===== src/rtl/intarb.sv =====
// ----------------------------------------------------------------------------
// intarb -- Unibus BR/BG interrupt arbiter with vector capture.
//
// Watches the four bus-request lines BR7..BR4. When the CPU is at an
// instruction boundary and the bus is idle, it grants the highest pending
// level above the processor priority. It then follows the requester through
// SACK, BBSY+INTR and a short deskew before latching the interrupt vector
// from D7..D0. Finally it answers with SSYN until INTR is released.
//
// Ports
//   CLOCK          system clock, rising edge
//   RESET          synchronous active-low reset
//   cpu_pri[2:0]   processor priority level (0-7), sampled only in IDLE
//   cpu_ready      CPU may take an interrupt, sampled only in IDLE
//   br_in_h[3:0]   bus requests (bit 3 = BR7 ... bit 0 = BR4)
//   bbsy_in_h, sack_in_h, intr_in_h, syn_msyn_in_h, syn_ssyn_in_h
//                  Unibus control lines, active-high
//   init_in_h      Unibus INIT, same effect as RESET
//   d70_in_h[7:0]  Unibus data bits 7:0
//   bg_out_l[3:0]  bus grants BG7..BG4, active-low
//   ssyn_out_h     slave sync returned for the vector transfer
//   intvec_out     last captured vector (bits 1:0 forced to 0)
//   intlev_out     level (4-7) of the last captured vector
//   intvec_valid   one-clock strobe, intvec_out/intlev_out just updated
//   arb_err        one-clock strobe, grant/SACK timeout or INTR lost in deskew
//   state_dbg      current FSM state (IDLE=0 GRANT=1 SACKED=2 DESKEW=3 SSYN=4)
//
// Handshake: intvec_valid is a valid-only strobe with no ready; a consumer
// samples intvec_out/intlev_out in the cycle intvec_valid is high. The
// outputs themselves hold until the next capture.
// ----------------------------------------------------------------------------
module intarb (
    input  logic       CLOCK,
    input  logic       RESET,
    input  logic [2:0] cpu_pri,
    input  logic       cpu_ready,
    input  logic [3:0] br_in_h,
    input  logic       bbsy_in_h,
    input  logic       sack_in_h,
    input  logic       intr_in_h,
    input  logic       syn_msyn_in_h,
    input  logic       syn_ssyn_in_h,
    input  logic       init_in_h,
    input  logic [7:0] d70_in_h,
    output logic [3:0] bg_out_l,
    output logic       ssyn_out_h,
    output logic [7:0] intvec_out,
    output logic [2:0] intlev_out,
    output logic       intvec_valid,
    output logic       arb_err,
    output logic [2:0] state_dbg
);

    typedef enum logic [2:0] {
        ST_IDLE   = 3'd0,
        ST_GRANT  = 3'd1,
        ST_SACKED = 3'd2,
        ST_DESKEW = 3'd3,
        ST_SSYN   = 3'd4
    } state_t;

    // A timer value of 254 at a clock edge means this edge takes it to 255.
    localparam logic [7:0] TMR_LAST  = 8'd254;
    // Deskew counter value on the third DESKEW clock.
    localparam logic [1:0] DSK_LAST  = 2'd2;

    state_t     state, state_nx;
    logic [7:0] tmr, tmr_nx;
    logic [1:0] dsk, dsk_nx;
    logic [1:0] lvl, lvl_nx;        // granted level minus 4
    logic [3:0] bg_nx;
    logic       ssyn_nx;
    logic [7:0] vec_nx;
    logic [2:0] lev_nx;
    logic       valid_nx;
    logic       err_nx;

    logic       bus_idle;
    logic [3:0] eligible;
    logic       any_eligible;
    logic [1:0] top_lvl;

    assign bus_idle = ~bbsy_in_h & ~sack_in_h & ~syn_msyn_in_h &
                      ~syn_ssyn_in_h & ~intr_in_h;

    // Request at level i+4 is eligible only above the processor priority.
    assign eligible = br_in_h & {cpu_pri < 3'd7, cpu_pri < 3'd6,
                                 cpu_pri < 3'd5, cpu_pri < 3'd4};
    assign any_eligible = |eligible;

    always_comb begin
        top_lvl = 2'd0;
        if (eligible[3])      top_lvl = 2'd3;
        else if (eligible[2]) top_lvl = 2'd2;
        else if (eligible[1]) top_lvl = 2'd1;
        else                  top_lvl = 2'd0;
    end

    assign state_dbg = state;

    // Next-state and next-output logic
    always_comb begin
        state_nx = state;
        tmr_nx   = tmr;
        dsk_nx   = dsk;
        lvl_nx   = lvl;
        bg_nx    = 4'b1111;
        ssyn_nx  = 1'b0;
        vec_nx   = intvec_out;
        lev_nx   = intlev_out;
        valid_nx = 1'b0;
        err_nx   = 1'b0;

        case (state)
            ST_IDLE: begin
                if (cpu_ready && bus_idle && any_eligible) begin
                    state_nx = ST_GRANT;
                    lvl_nx   = top_lvl;
                    tmr_nx   = 8'd0;
                    bg_nx    = ~(4'b0001 << top_lvl);
                end
            end

            ST_GRANT: begin
                // The grant is fixed at lvl; new, higher requests are ignored.
                tmr_nx = tmr + 8'd1;
                if (sack_in_h) begin
                    state_nx = ST_SACKED;
                    tmr_nx   = 8'd0;
                end else if (!br_in_h[lvl]) begin
                    state_nx = ST_IDLE;
                end else if (tmr == TMR_LAST) begin
                    state_nx = ST_IDLE;
                    err_nx   = 1'b1;
                end else begin
                    bg_nx    = ~(4'b0001 << lvl);
                end
            end

            ST_SACKED: begin
                tmr_nx = tmr + 8'd1;
                if (intr_in_h && bbsy_in_h) begin
                    state_nx = ST_DESKEW;
                    dsk_nx   = 2'd0;
                end else if (!sack_in_h && !bbsy_in_h && !intr_in_h) begin
                    state_nx = ST_IDLE;
                end else if (tmr == TMR_LAST) begin
                    state_nx = ST_IDLE;
                    err_nx   = 1'b1;
                end
            end

            ST_DESKEW: begin
                if (!intr_in_h) begin
                    state_nx = ST_IDLE;
                    err_nx   = 1'b1;
                end else if (dsk == DSK_LAST) begin
                    state_nx = ST_SSYN;
                    vec_nx   = {d70_in_h[7:2], 2'b00};
                    lev_nx   = {1'b1, lvl};
                    ssyn_nx  = 1'b1;
                    valid_nx = 1'b1;
                end else begin
                    dsk_nx   = dsk + 2'd1;
                end
            end

            ST_SSYN: begin
                if (!intr_in_h) begin
                    state_nx = ST_IDLE;
                end else begin
                    ssyn_nx  = 1'b1;
                end
            end

            default: begin
                state_nx = ST_IDLE;
            end
        endcase
    end

    // State and output registers; INIT acts exactly like RESET.
    always_ff @(posedge CLOCK) begin
        if (!RESET || init_in_h) begin
            state        <= ST_IDLE;
            tmr          <= 8'd0;
            dsk          <= 2'd0;
            lvl          <= 2'd0;
            bg_out_l     <= 4'b1111;
            ssyn_out_h   <= 1'b0;
            intvec_out   <= 8'd0;
            intlev_out   <= 3'd0;
            intvec_valid <= 1'b0;
            arb_err      <= 1'b0;
        end else begin
            state        <= state_nx;
            tmr          <= tmr_nx;
            dsk          <= dsk_nx;
            lvl          <= lvl_nx;
            bg_out_l     <= bg_nx;
            ssyn_out_h   <= ssyn_nx;
            intvec_out   <= vec_nx;
            intlev_out   <= lev_nx;
            intvec_valid <= valid_nx;
            arb_err      <= err_nx;
        end
    end

endmodule


===== config.mk =====
export PLATFORM = sky130hd
export DESIGN_NAME = intarb
export DESIGN_NICKNAME = d
export VERILOG_FILES = /design/src/rtl/intarb.sv
export SDC_FILE = /design/constraint.sdc
export NUM_CORES = 1
export LEC_CHECK = 0
export CAP_MARGIN = 20
export CORE_ASPECT_RATIO = 0.9
export CORE_UTILIZATION = 43
export DETAILED_ROUTE_END_ITERATION = 7
export PLACE_DENSITY = 0.81
export SLEW_MARGIN = 15
export SYNTH_ARGS = -nofsm -noshare
export SYNTH_HDL_FRONTEND = slang
export SYNTH_SLANG_ARGS = --single-unit

===== constraint.sdc =====
create_clock -name CLOCK -period 1.77 [get_ports CLOCK]
set_clock_uncertainty 0.15 [all_clocks]
set_input_delay 0.4425 -clock CLOCK [delete_from_list [all_inputs] [get_ports CLOCK]]
set_output_delay 0.4425 -clock CLOCK [all_outputs]
set_load 0.01 [all_outputs]

==> results of run 1 <==
## stage by stage
stage / total power [mW] / TNS [ns] / hold WS (ns) / cells
CTS: 1.42 / 0 / 0.330 / 323
global route: 1.48 / -0.0123 / 0.366 / 325
global placement: 0.866 / -11.14 / 0.300 / 315
floorplan: 0.773 / 0 / 0.295 / 208
detailed placement: 0.869 / -12.12 / 0.314 / 315
finish: 1.41 / 0 / 0.332 / 325
## worst max-delay path by stage
stage,to,cells after the start
2_1_floorplan,bg_out_l[0],5
3_3_place_gp,bg_out_l[1],6
3_5_place_dp,tmr[2],7
4_1_cts,tmr[2],7
5_1_grt,arb_err,4
6_report,intvec_out[5],1
## final cells by class
| cell class | instances | area, um2 | area share |
|---|---|---|---|
| Inverter | 5 | 18.8 | 0.00733 |
| Clock buffer | 6 | 82.6 | 0.0323 |
| Timing Repair Buffer | 73 | 658 | 0.257 |
| Clock inverter | 1 | 5.00 | 0.00196 |
| Sequential cell | 31 | 631 | 0.246 |
| Multi-Input combinational cell | 163 | 1110 | 0.433 |
| Tap cell | 46 | 57.6 | 0.0225 |
## cell families after synthesis
group,count (synthesis),synth area share
buf+inv,14,0.0394
mux,12,0.0701
compound gates,52,0.226
flops,31,0.362
fa+ha+maj,4,0.0278
simple gates,93,0.272
other cells,1,0.00219
## cells in the mapped netlist, drive strengths merged, types with 3 or more instances
| library cell | n | area, um2 |
|---|---|---|
| a21oi | 12 | 60.1 |
| and3 | 3 | 18.8 |
| buf | 7 | 41.3 |
| dfxtp | 31 | 621 |
| ha | 3 | 37.5 |
| inv | 5 | 18.8 |
| mux2i | 12 | 120 |
| nand2 | 19 | 71.3 |
| nand2b | 4 | 25.0 |
| nand3 | 9 | 45.0 |
| nor2 | 36 | 143 |
| nor2b | 4 | 25.0 |
| nor3 | 8 | 50.1 |
| o21ai | 15 | 78.8 |
## metal layers
| layer | routed length (um) | vias up | share of wire | GRT usage |
|---|---|---|---|---|
| met5 | 0 | - | 0 | 0 |
| met4 | 93 | 0 | 0.021 | 0.0982 |
| met3 | 250 | 9 | 0.056 | 0.0511 |
| met2 | 2070 | 64 | 0.46 | 0.370 |
| met1 | 2070 | 819 | 0.46 | 0.299 |
| li1 | - | 878 | - | - |
## power by group
part	internal, mW	switching, mW	leakage (nW)
combinational	0.0864	0.0816	0.832
sequential	0.695	0.000586	0.252
clock	0.304	0.245	0.0470
## timing repair
item | 4_1_cts | 5_1_grt
buffers inserted | 1 | 2
pin swaps | 11 | 11
gates resized for setup | 28 | 33
endpoints found under the setup margin | 29 | 24
## state kept, by name, summed over array words and instances, names as in the netlist
signal        flops
arb_err           1
dsk               2
state_dbg         3
ssyn_out_h        1
intlev_out        3
tmr               8
intvec_valid      1
lvl               2
intvec_out        6
bg_out_l          4
==> impl_metrics.ini, run 1 <==
[status]
outcome = finished clean

[detailed_routing]
wl_per_cell_um = 13.8
post-route-drc-count = 0
vias = 1770
dr.pass1.iters = 4
drt-total-wl_um = 4490
ant_nets = 0
avgViaCountPerCell = 5.45
drt_iter0_drc = 194

[logic_synthesis]
syn_avg_cell_area_um2 = 8.27
syn-cell-area_um2 = 1710
synthCells = 207
synth_edf_count = 0
ys.flop_type = dfxtp_1
ys_seq_area_frac = 0.362
ys_ff_latch = 31
yosys_warnings = 0
synth_cell_types = 54
async_flop_share = 0

[worst_setup_path]
arrival_ns = 1.15
max_stage_delay_ns = 0.53
worst_ep_required_time_ns = 1.18
critPathBufInv = 1
crit_family = buffers and inverters
path_cells = clkdlybuf4s50_1
path_max_fanout = 2
reg2regPathDepth = 4
r2r_start = state_dbg[1]
worstReg2RegEnd = arb_err
crit_type = reg -> out
startpoint = intvec_out[5]
r2r_slack_ns = 0.04
slowest_stage = clkdlybuf4s50_1
startpoint_type = flop
crit_path_end_kind = output port

[placed_design]
gp_congestion = 0.871
io_buffer_count = 40
placed_cell_area_um2 = 2380
hpwl_um = 3160
place_ws_ns = -0.553

[global_route]
grt_pass1_wl_um = 7130
grt_antenna_before_repair = 0
track_usage = 0.230
grt_max_degree = 21
grt_overflow = 0
grt_pass1_vias = 1604

[sta]
setup_viol = 0
fin_ws_ns = 0.0301
hold_viol = 0
slew_viol_final = 0
period_needed_ns = 1.74
max_clock_freq_mhz = 575
fin_crit_sh = 0.983

[cells_and_area]
final_cell_mix = nor2_1, buf_4, dfxtp_1, nand2_1, clkdlybuf4s50_1
final_nets = 306
layout-drive-gt1-share = 0.280
antennaDiodeCount = 0
design_area_um2 = 2560
fin_util = 0.681
fillers = 286
mostFrequentLayoutCell = nor2_1
syn_to_final_growth_pct = 49.5

[clock_network]
cts_sinks = 31
h-tree-depth = 2
cts_buffers = 5
root_buffer = clkbuf_8
cts_hold_buf = 0
clock_latency_ns = 0.28
cts_tree = yes
ctsLongestPathBuffers = 2
clkTransAtPathRegs_ns = 0.06

[die]
coreArea_um2 = 3760
die_h_um = 61.9
ioPinCount = 45
rows = 21
chipWidth_um = 68.5
initial_core_util = 0.456
design.die.area_um2 = 4240

[power]
p_leak_nw = 1.13
power_density_nw_per_um2 = 552
peakVddDrop_uv = 428

[run]
drv_cap = 0

[hold_path]
whs_endpoint = intlev_out[2]
hold_start = intlev_out[2]
min_path_cells = 2
min_path_type = reg -> reg
(Power assumes the default switching activity.)
==> inputs of run 2 (changes only) <==
- RECOVER_POWER: unset -> 100
==> impl_metrics.ini, run 2 (synthesized netlist as in run 1, its figures left out) <==
[die]
die_h_um = 61.9
coreArea_um2 = 3760
ioPinCount = 45
chipWidth_um = 68.5
rows = 21
design.die.area_um2 = 4240
initial_core_util = 0.456

[cells_and_area]
top_register = tmr
final_cell_count_no_fill = 325
syn_to_final_growth_pct = 45.5
largest_reg_flops = 8
final_cell_mix = nor2_1, buf_4, dfxtp_1, nand2_1, clkdlybuf4s50_1
fin_util = 0.663
layout-drive-gt1-share = 0.269
mostFrequentLayoutCell = nor2_1
antennaDiodeCount = 0
final_nets = 306
top_regs = tmr x8, intvec_out x6, bg_out_l x4

[global_route]
grt_pass1_wl_um = 7130
grt_pass1_vias = 1604
grt_max_degree = 21
grt_overflow = 0
grt_antenna_before_repair = 0
track_usage = 0.230

[placed_design]
post-place-cells = 315
io_buffer_count = 40
hpwl_um = 3160
gp_congestion = 0.871

[detailed_routing]
ant_nets = 0
dr.pass1.iters = 4
post-route-drc-count = 0
drt-total-wl_um = 4440
vias = 1774
avgViaCountPerCell = 5.46
drt_iter0_drc = 142
wl_per_cell_um = 13.7

[worst_setup_path]
worst_ep_required_time_ns = 1.18
crit_family = buffers and inverters
crit_path_end_kind = output port
crit_type = reg -> out
path_max_fanout = 2
startpoint_type = flop
path_cells = clkdlybuf4s50_1
slowest_stage = clkdlybuf4s50_1
critPathBufInv = 1
max_stage_delay_ns = 0.53
arrival_ns = 1.15

[sta]
period_needed_ns = 1.74
max_clock_freq_mhz = 575
holdWs_ns = 0.337
fin_crit_sh = 0.983
hold_viol = 0
setup_viol = 0
slew_viol_final = 0
tns_ns = 0

[clock_network]
clock_latency_ns = 0.28
root_buffer = clkbuf_8
ctsLongestPathBuffers = 2
cts_buffers = 5
clkTransAtPathRegs_ns = 0.06
cts_sinks = 31
cts_tree = yes
h-tree-depth = 2

[status]
outcome = finished clean

[power]
peakVddDrop_uv = 428
power_density_nw_per_um2 = 567
total_power_mw = 1.41
p_leak_nw = 0.975

[run]
drv_cap = 0

[hold_path]
min_path_type = reg -> reg
## run 2: worst reg2reg max path: stages (launching register included)
cell	delay, ns
dfxtp_2	0.37
buf_12	0.16
or3_1	0.42
o311ai_1	0.39
a32o_1	0.18
## run 2: metrics by stage
stage / setup slack (ns) / area, um2
global placement: -0.502 / 2380
detailed placement: -0.553 / 2380
CTS: 0.00407 / 2510
floorplan: 0.0191 / 1720
finish: 0.0299 / 2490
global route: -0.0168 / 2490
## run 2: per-layer routing
layer / part of all wire / GRT usage / wire (um)
met1: 0.47 / 0.299 / 2090
met3: 0.052 / 0.0511 / 229
met4: 0.020 / 0.0982 / 91
met5: 0 / 0 / 0
met2: 0.46 / 0.370 / 2030
## run 2: path summary, 6_finish.rpt
path / start / to / slack [ns] / cells after the start
setup / recovery: intvec_out[5] / intvec_out[5] / 0.03 / 1
hold / removal: intlev_out[2] / intlev_out[2] / 0.34 / 2
setup reg to reg: state_dbg[1] / arb_err / 0.05 / 4
hold reg to reg: intlev_out[2] / intlev_out[2] / 0.34 / 2
## run 2: area by class of cell
cell class,count,area [um2]
Fill cell,305,1260
Tap cell,46,57.6
Clock buffer,6,82.6
Multi-Input combinational cell,163,1070
Inverter,5,18.8
Timing Repair Buffer,73,626
Sequential cell,31,628
Clock inverter,1,5.00
## run 2: repair_timing
| item | 4_1_cts | 5_1_grt |
|---|---|---|
| resized for setup | 28 | 33 |
| cloned | 0 | 0 |
| pin swaps | 11 | 11 |
| hold buffers | 0 | 0 |
| setup buffers | 1 | 2 |
| setup endpoints to repair | 29 | 24 |
## run 2: report_power, final
group | switching, mW | internal, mW | total [mW] | leakage (nW)
sequential | 0.000585 | 0.697 | 0.697 | 0.252
combinational | 0.0787 | 0.0859 | 0.165 | 0.676
clock | 0.247 | 0.304 | 0.551 | 0.0470
total | 0.326 | 1.09 | 1.41 | 0.975
